===== src/rtl/mips_ctrl_pkg.sv =====
// Shared encodings for the multicycle MIPS main control FSM: opcodes,
// state codes, ALU/mux select values and the packed control word.
package mips_ctrl_pkg;

    // Instr[31:26] opcodes understood by the controller
    localparam logic [5:0] OP_RTYPE = 6'b000000;
    localparam logic [5:0] OP_LW    = 6'b100011;
    localparam logic [5:0] OP_SW    = 6'b101011;
    localparam logic [5:0] OP_BEQ   = 6'b000100;
    localparam logic [5:0] OP_J     = 6'b000010;
    localparam logic [5:0] OP_ANDI  = 6'b001100;

    // Codes 12..15 are unused and fall back to FETCH
    typedef enum logic [3:0] {
        S_FETCH  = 4'd0,
        S_DECODE = 4'd1,
        S_MEMADR = 4'd2,
        S_MEMRD  = 4'd3,
        S_MEMWB  = 4'd4,
        S_MEMWR  = 4'd5,
        S_EXEC   = 4'd6,
        S_RWB    = 4'd7,
        S_BEQ    = 4'd8,
        S_JUMP   = 4'd9,
        S_ANDIEX = 4'd10,
        S_ANDIWB = 4'd11
    } state_t;

    // ALUOp into the ALU control decoder
    localparam logic [1:0] ALUOP_ADD   = 2'b00;
    localparam logic [1:0] ALUOP_SUB   = 2'b01;
    localparam logic [1:0] ALUOP_FUNCT = 2'b10;
    localparam logic [1:0] ALUOP_ANDI  = 2'b11;

    // ALU operand B select
    localparam logic [1:0] SRCB_B       = 2'b00;
    localparam logic [1:0] SRCB_FOUR    = 2'b01;
    localparam logic [1:0] SRCB_IMM     = 2'b10;
    localparam logic [1:0] SRCB_IMM_SH2 = 2'b11;

    // Next-PC select
    localparam logic [1:0] PCSRC_ALU    = 2'b00;
    localparam logic [1:0] PCSRC_ALUOUT = 2'b01;
    localparam logic [1:0] PCSRC_JUMP   = 2'b10;

    // Every datapath enable and select driven by the controller
    typedef struct packed {
        logic       pc_write;
        logic       pc_write_cond;
        logic       iord;
        logic       mem_read;
        logic       mem_write;
        logic       ir_write;
        logic       mem_to_reg;
        logic       reg_dst;
        logic       reg_write;
        logic       alu_src_a;
        logic [1:0] alu_src_b;
        logic [1:0] pc_source;
        logic [1:0] alu_op;
    } ctrl_t;

endpackage


===== src/rtl/mips_ctrl_outdec.sv =====
// Pure combinational decode of the current FSM state into the control word.
// i_ready is the effective memory-ready used to qualify the fetch loads.
module mips_ctrl_outdec
    import mips_ctrl_pkg::*;
(
    input  state_t i_state,
    input  logic   i_ready,
    output ctrl_t  o_ctrl
);

    // Start from all-zero and raise only what each state needs
    always_comb begin
        o_ctrl = '0;
        case (i_state)
            S_FETCH: begin
                o_ctrl.mem_read  = 1'b1;
                o_ctrl.alu_src_b = SRCB_FOUR;
                o_ctrl.alu_op    = ALUOP_ADD;
                o_ctrl.pc_source = PCSRC_ALU;
                o_ctrl.pc_write  = i_ready;
                o_ctrl.ir_write  = i_ready;
            end
            S_DECODE: begin
                // branch target precomputed into ALUOut
                o_ctrl.alu_src_b = SRCB_IMM_SH2;
                o_ctrl.alu_op    = ALUOP_ADD;
            end
            S_MEMADR: begin
                o_ctrl.alu_src_a = 1'b1;
                o_ctrl.alu_src_b = SRCB_IMM;
                o_ctrl.alu_op    = ALUOP_ADD;
            end
            S_MEMRD: begin
                o_ctrl.mem_read = 1'b1;
                o_ctrl.iord     = 1'b1;
            end
            S_MEMWB: begin
                o_ctrl.reg_write  = 1'b1;
                o_ctrl.mem_to_reg = 1'b1;
            end
            S_MEMWR: begin
                o_ctrl.mem_write = 1'b1;
                o_ctrl.iord      = 1'b1;
            end
            S_EXEC: begin
                o_ctrl.alu_src_a = 1'b1;
                o_ctrl.alu_src_b = SRCB_B;
                o_ctrl.alu_op    = ALUOP_FUNCT;
            end
            S_RWB: begin
                o_ctrl.reg_write = 1'b1;
                o_ctrl.reg_dst   = 1'b1;
            end
            S_BEQ: begin
                o_ctrl.alu_src_a     = 1'b1;
                o_ctrl.alu_src_b     = SRCB_B;
                o_ctrl.alu_op        = ALUOP_SUB;
                o_ctrl.pc_write_cond = 1'b1;
                o_ctrl.pc_source     = PCSRC_ALUOUT;
            end
            S_JUMP: begin
                o_ctrl.pc_write  = 1'b1;
                o_ctrl.pc_source = PCSRC_JUMP;
            end
            S_ANDIEX: begin
                o_ctrl.alu_src_a = 1'b1;
                o_ctrl.alu_src_b = SRCB_IMM;
                o_ctrl.alu_op    = ALUOP_ANDI;
            end
            S_ANDIWB: begin
                o_ctrl.reg_write = 1'b1;
            end
            default: o_ctrl = '0;
        endcase
    end

endmodule


===== src/rtl/mips_multicycle_ctrl.sv =====
// Main control FSM of the multicycle MIPS datapath. Holds the state register,
// next-state logic and the sticky bad-opcode flag; control outputs come from
// the state decoder.
module mips_multicycle_ctrl
    import mips_ctrl_pkg::*;
#(
    parameter bit HANDSHAKE_EN = 1'b1
) (
    input  logic       i_clk,
    input  logic       i_reset,
    input  logic [5:0] i_op,
    input  logic       i_zero,
    input  logic       i_mem_ready,
    output logic       o_pc_write,
    output logic       o_pc_write_cond,
    output logic       o_iord,
    output logic       o_mem_read,
    output logic       o_mem_write,
    output logic       o_ir_write,
    output logic       o_mem_to_reg,
    output logic       o_reg_dst,
    output logic       o_reg_write,
    output logic       o_alu_src_a,
    output logic [1:0] o_alu_src_b,
    output logic [1:0] o_pc_source,
    output logic [1:0] o_alu_op,
    output logic       o_bad_op,
    output logic [3:0] o_state
);

    state_t r_state;
    state_t w_state_next;
    logic   r_bad_op;
    logic   w_bad_op_set;
    logic   w_ready;
    ctrl_t  w_ctrl;

    // Zero is consumed by the datapath (PCWriteCond AND Zero), not here
    logic   w_unused;
    assign w_unused = i_zero;

    // Without the handshake the memory always completes in one cycle
    assign w_ready = HANDSHAKE_EN ? i_mem_ready : 1'b1;

    // State register, asynchronously forced to FETCH
    always_ff @(posedge i_clk or posedge i_reset) begin
        if (i_reset) r_state <= S_FETCH;
        else         r_state <= w_state_next;
    end

    // Sticky flag for an opcode the controller cannot execute
    always_ff @(posedge i_clk or posedge i_reset) begin
        if (i_reset)           r_bad_op <= 1'b0;
        else if (w_bad_op_set) r_bad_op <= 1'b1;
    end

    // Next-state sequencing; Op is only looked at in DECODE and MEMADR
    always_comb begin
        w_state_next = r_state;
        w_bad_op_set = 1'b0;
        case (r_state)
            S_FETCH:  if (w_ready) w_state_next = S_DECODE;
            S_DECODE: begin
                case (i_op)
                    OP_LW, OP_SW: w_state_next = S_MEMADR;
                    OP_RTYPE:     w_state_next = S_EXEC;
                    OP_BEQ:       w_state_next = S_BEQ;
                    OP_J:         w_state_next = S_JUMP;
                    OP_ANDI:      w_state_next = S_ANDIEX;
                    default: begin
                        w_state_next = S_FETCH;
                        w_bad_op_set = 1'b1;
                    end
                endcase
            end
            S_MEMADR: begin
                // Op can only be lw/sw here; anything else restarts fetch
                if (i_op == OP_LW)      w_state_next = S_MEMRD;
                else if (i_op == OP_SW) w_state_next = S_MEMWR;
                else                    w_state_next = S_FETCH;
            end
            S_MEMRD:  if (w_ready) w_state_next = S_MEMWB;
            S_MEMWB:  w_state_next = S_FETCH;
            S_MEMWR:  if (w_ready) w_state_next = S_FETCH;
            S_EXEC:   w_state_next = S_RWB;
            S_RWB:    w_state_next = S_FETCH;
            S_BEQ:    w_state_next = S_FETCH;
            S_JUMP:   w_state_next = S_FETCH;
            S_ANDIEX: w_state_next = S_ANDIWB;
            S_ANDIWB: w_state_next = S_FETCH;
            default:  w_state_next = S_FETCH;
        endcase
    end

    mips_ctrl_outdec u_outdec (
        .i_state (r_state),
        .i_ready (w_ready),
        .o_ctrl  (w_ctrl)
    );

    assign o_pc_write      = w_ctrl.pc_write;
    assign o_pc_write_cond = w_ctrl.pc_write_cond;
    assign o_iord          = w_ctrl.iord;
    assign o_mem_read      = w_ctrl.mem_read;
    assign o_mem_write     = w_ctrl.mem_write;
    assign o_ir_write      = w_ctrl.ir_write;
    assign o_mem_to_reg    = w_ctrl.mem_to_reg;
    assign o_reg_dst       = w_ctrl.reg_dst;
    assign o_reg_write     = w_ctrl.reg_write;
    assign o_alu_src_a     = w_ctrl.alu_src_a;
    assign o_alu_src_b     = w_ctrl.alu_src_b;
    assign o_pc_source     = w_ctrl.pc_source;
    assign o_alu_op        = w_ctrl.alu_op;
    assign o_bad_op        = r_bad_op;
    assign o_state         = r_state;

endmodule


===== config.mk =====
export PLATFORM = sky130hd
export DESIGN_NAME = mips_multicycle_ctrl
export DESIGN_NICKNAME = d
export VERILOG_FILES = /design/src/rtl/mips_ctrl_pkg.sv /design/src/rtl/mips_ctrl_outdec.sv /design/src/rtl/mips_multicycle_ctrl.sv
export SDC_FILE = /design/constraint.sdc
export NUM_CORES = 1
export LEC_CHECK = 0
export ABC_AREA = 0
export CAP_MARGIN = 40
export CORE_MARGIN = 4
export CORE_UTILIZATION = 35
export DETAILED_ROUTE_END_ITERATION = 8
export GPL_ROUTABILITY_DRIVEN = 0
export PLACE_DENSITY = 0.85
export SLEW_MARGIN = 20
export SYNTH_ARGS = -nofsm -noshare
export SYNTH_HDL_FRONTEND = slang
export SYNTH_SLANG_ARGS = --single-unit
export TNS_END_PERCENT = 5

===== constraint.sdc =====
create_clock -name i_clk -period 1.35 [get_ports i_clk]
set_input_delay 0.2025 -clock i_clk [delete_from_list [all_inputs] [get_ports i_clk]]
set_output_delay 0.2025 -clock i_clk [all_outputs]
set_load 0.03 [all_outputs]

==> flow_metrics.env <==
export IMPL_status="complete, but fails checks"
export IMPL_failed_checks="negative setup slack"
export IMPL_grt_pass1_vias=895
export IMPL_synth_top_area_share_pct=20.00
export IMPL_dieArea_um2=2528
export IMPL_crit_family="flip-flops"
export IMPL_stdcell_count=165
export IMPL_synth_edf_count=0
export IMPL_overflow=0
export IMPL_core_area_um2=1708
export IMPL_timing_rr_end="o_state[0]"
export IMPL_drt_pass1_iterations=4
export IMPL_root_buffer="clkbuf_4"
export IMPL_dpl_cell_area_um2=1182
export IMPL_fin_util_pct=78.75
export IMPL_fin_skew_ns=0.006181
export IMPL_drcViolationCount=0
export IMPL_cts_tree="yes"
export IMPL_ys_seq_area_share_pct=20.00
export IMPL_end_kind="primary output"
export IMPL_syn_to_final_growth_pct=115.0
export IMPL_htreeDepth=1
export IMPL_antenna_found_initial=0
export IMPL_startpoint="o_state[0]"
export IMPL_synthFlopType="dfrtp_1"
export IMPL_drive_gt1_share_pct=65.00
export IMPL_synth_area_um2=625.6
export IMPL_synthCells=82
export IMPL_num_io_pins=31
export IMPL_antenna_left=0
export IMPL_crit_path_end="o_mem_read"
export IMPL_worst_slack_ns=-0.3547
export IMPL_grt_max_degree=13
export IMPL_max_stage_delay_ns=0.47
export IMPL_drt_iter0_drc=25
export IMPL_timing_final_crit_share_pct=126.3
export IMPL_grt_usage_pct=22.50
export IMPL_nFillCells=111
export IMPL_start_kind="register"
export IMPL_dp_cells=156
export IMPL_syn_num_nets=92
export IMPL_critPathBufInv=3
export IMPL_drt_wl_total_um=2616
export IMPL_clk_transition_reported_paths_ns=0.06
export IMPL_tightest_slew_ns=0.2967
export IMPL_setup_violations_final=18
export IMPL_slew_viol_final=0
export IMPL_fp_dieH_um=50.28
export IMPL_cp_common_cell="buf_6"
export IMPL_ir_drop_mv=0.3844
export IMPL_rsz0062_at_grt="true"
export IMPL_criticalPathCategory="register to primary output"
export IMPL_yosysUniqueCellTypes=36
export IMPL_ys_top_cells_by_count="nor2_1, a21oi_1, nand2b_1"
export IMPL_cp_depth=5
export IMPL_path_cells="buf_6 -> nor2b_4 -> buf_6 -> nor4_4 -> buf_4"
export IMPL_powerDensity_nw_per_um2=542.2
export IMPL_grt_pass1_wl_um=4333
export IMPL_synth_area_leaders="dfrtp_1, a21oi_1, nand2b_1, nor2_1, buf_2"
export IMPL_vias=881
export IMPL_clkLatencyLatePin_ns=0.26
export IMPL_ys_seq_elements=5
export IMPL_crit_arrival_ns=1.50
export IMPL_portBuffers=29
export IMPL_synthArstFlopShare_pct=100.0
export IMPL_clockBufferDepth=2
export IMPL_die_w_um=50.28
export IMPL_cts_made_buffers=3
export IMPL_antenna_cells=0
export IMPL_regToRegStartpoint="o_state[1]"
export IMPL_fin_crit_ns=1.705
export IMPL_postLayoutCellArea_um2=1345
export IMPL_yosys_area_top_type="dfrtp_1"
export IMPL_cts_num_sinks=5
export IMPL_max_cap_violations=0
export IMPL_reg2reg_slack_ns=-0.14
export IMPL_fp_row_count=15
export IMPL_post_synth_top_count_cell="nor2_1"
export IMPL_crit_path_max_fanout=8
export IMPL_post_dp_hpwl_um=1936
export IMPL_wl_per_cell_um=15.85
export IMPL_yosys_warnings=0
export IMPL_cp_required_ns=1.15
export IMPL_start_util_pct=36.63
export IMPL_avgViaCountPerCell=5.339
export IMPL_dp_slack_ns=-0.3745
export IMPL_fmax_mhz=586.6
export IMPL_reg2regPathDepth=5
export IMPL_cp_slowest_cell="dfrtp_2"
export IMPL_maxSlewHeadroom_pct=80.00
export IMPL_finalNetCount=151
export IMPL_hold_path_class="input port to async pin"
export IMPL_p_leak_nw=0.6015
export IMPL_avgSynthCellArea_um2=7.629
export IMPL_hold_viol=0
export IMPL_whs_ns=0.1673
layer usage:
metal,global-route usage (%),part of all wire (%)
met4,9.677,3.1
met2,41.74,54
met3,2.077,4.5
met1,25.68,38
met5,0,0
kinds of logic after synthesis:
| group | synth area share [%] |
|---|---|
| simple gates | 46.00 |
| flops | 20.00 |
| compound gates | 23.20 |
| buf+inv | 6.400 |
| mux | 1.600 |
| xor+xnor | 2.801 |
final cells by class:
class / count / area [µm²] / share of cell area (%)
Clock buffer: 3 / 22.52 / 1.674
Clock inverter: 1 / 5.005 / 0.3721
Inverter: 2 / 10.01 / 0.7442
Multi-Input combinational cell: 69 / 624.3 / 46.42
Sequential cell: 5 / 130.1 / 9.674
Tap cell: 25 / 31.28 / 2.326
Timing Repair Buffer: 60 / 521.8 / 38.79
timing repair:
item,4_1_cts,5_1_grt
resized for setup,19,9
pin swaps,4,1
setup endpoints to repair,20,22
hold buffers,0,0
buffers inserted,5,0
layout by cell type (no fill, tap or decap), types with 2 or more instances in the layout:
cell,instances
a21oi_4,2
nor2_2,2
nor3_4,2
o211ai_1,2
nand2_1,2
nand2b_1,4
nor4_4,3
nor2b_1,2
clkdlybuf4s50_1,8
nor2_4,2
buf_6,10
dfrtp_2,4
nand2_2,2
o21ai_0,3
clkbuf_4,3
buf_4,40
nor3_2,2
a21oi_1,5
nor2_1,6
power by group:
| part | internal [mW] | switching [mW] | leakage, nW |
|---|---|---|---|
| registers | 0.156 | 0.0125 | 0.0568 |
| clock network | 0.109 | 0.0855 | 0.0177 |
| logic | 0.185 | 0.182 | 0.527 |
| total | 0.449 | 0.280 | 0.601 |
worst register-to-register path: stages (launching register included):
cell	delay (ns)
dfrtp_2	0.46
buf_4	0.16
or3b_4	0.40
a21oi_1	0.15
o21ai_0	0.11
o211ai_1	0.12
sequential cells by signal, summed over array words and instances, names as in the netlist:
register and flops:
o_bad_op 1, o_state 4
how the worst min path moves through the flow:
stage,start,depth (start not counted),endpoint,slack [ns]
after CTS,i_reset,2,o_bad_op,0.16
after global placement,i_reset,2,o_bad_op,0.41
after floorplan,i_reset,1,o_bad_op,-0.02
after global routing,i_reset,2,o_bad_op,0.17
final,i_reset,2,o_bad_op,0.17
after detailed placement,i_reset,2,o_bad_op,0.44
metrics by stage:
step / setup TNS [ns] / power [mW]
2_1_floorplan: -1.735 / 0.3342
3_3_place_gp: -1.099 / 0.4741
3_5_place_dp: -1.648 / 0.4857
4_1_cts: -3.476 / 0.7124
5_1_grt: -4.558 / 0.7718
6_report: -3.517 / 0.7293
Note: power is estimated with default switching activity, not from simulation.
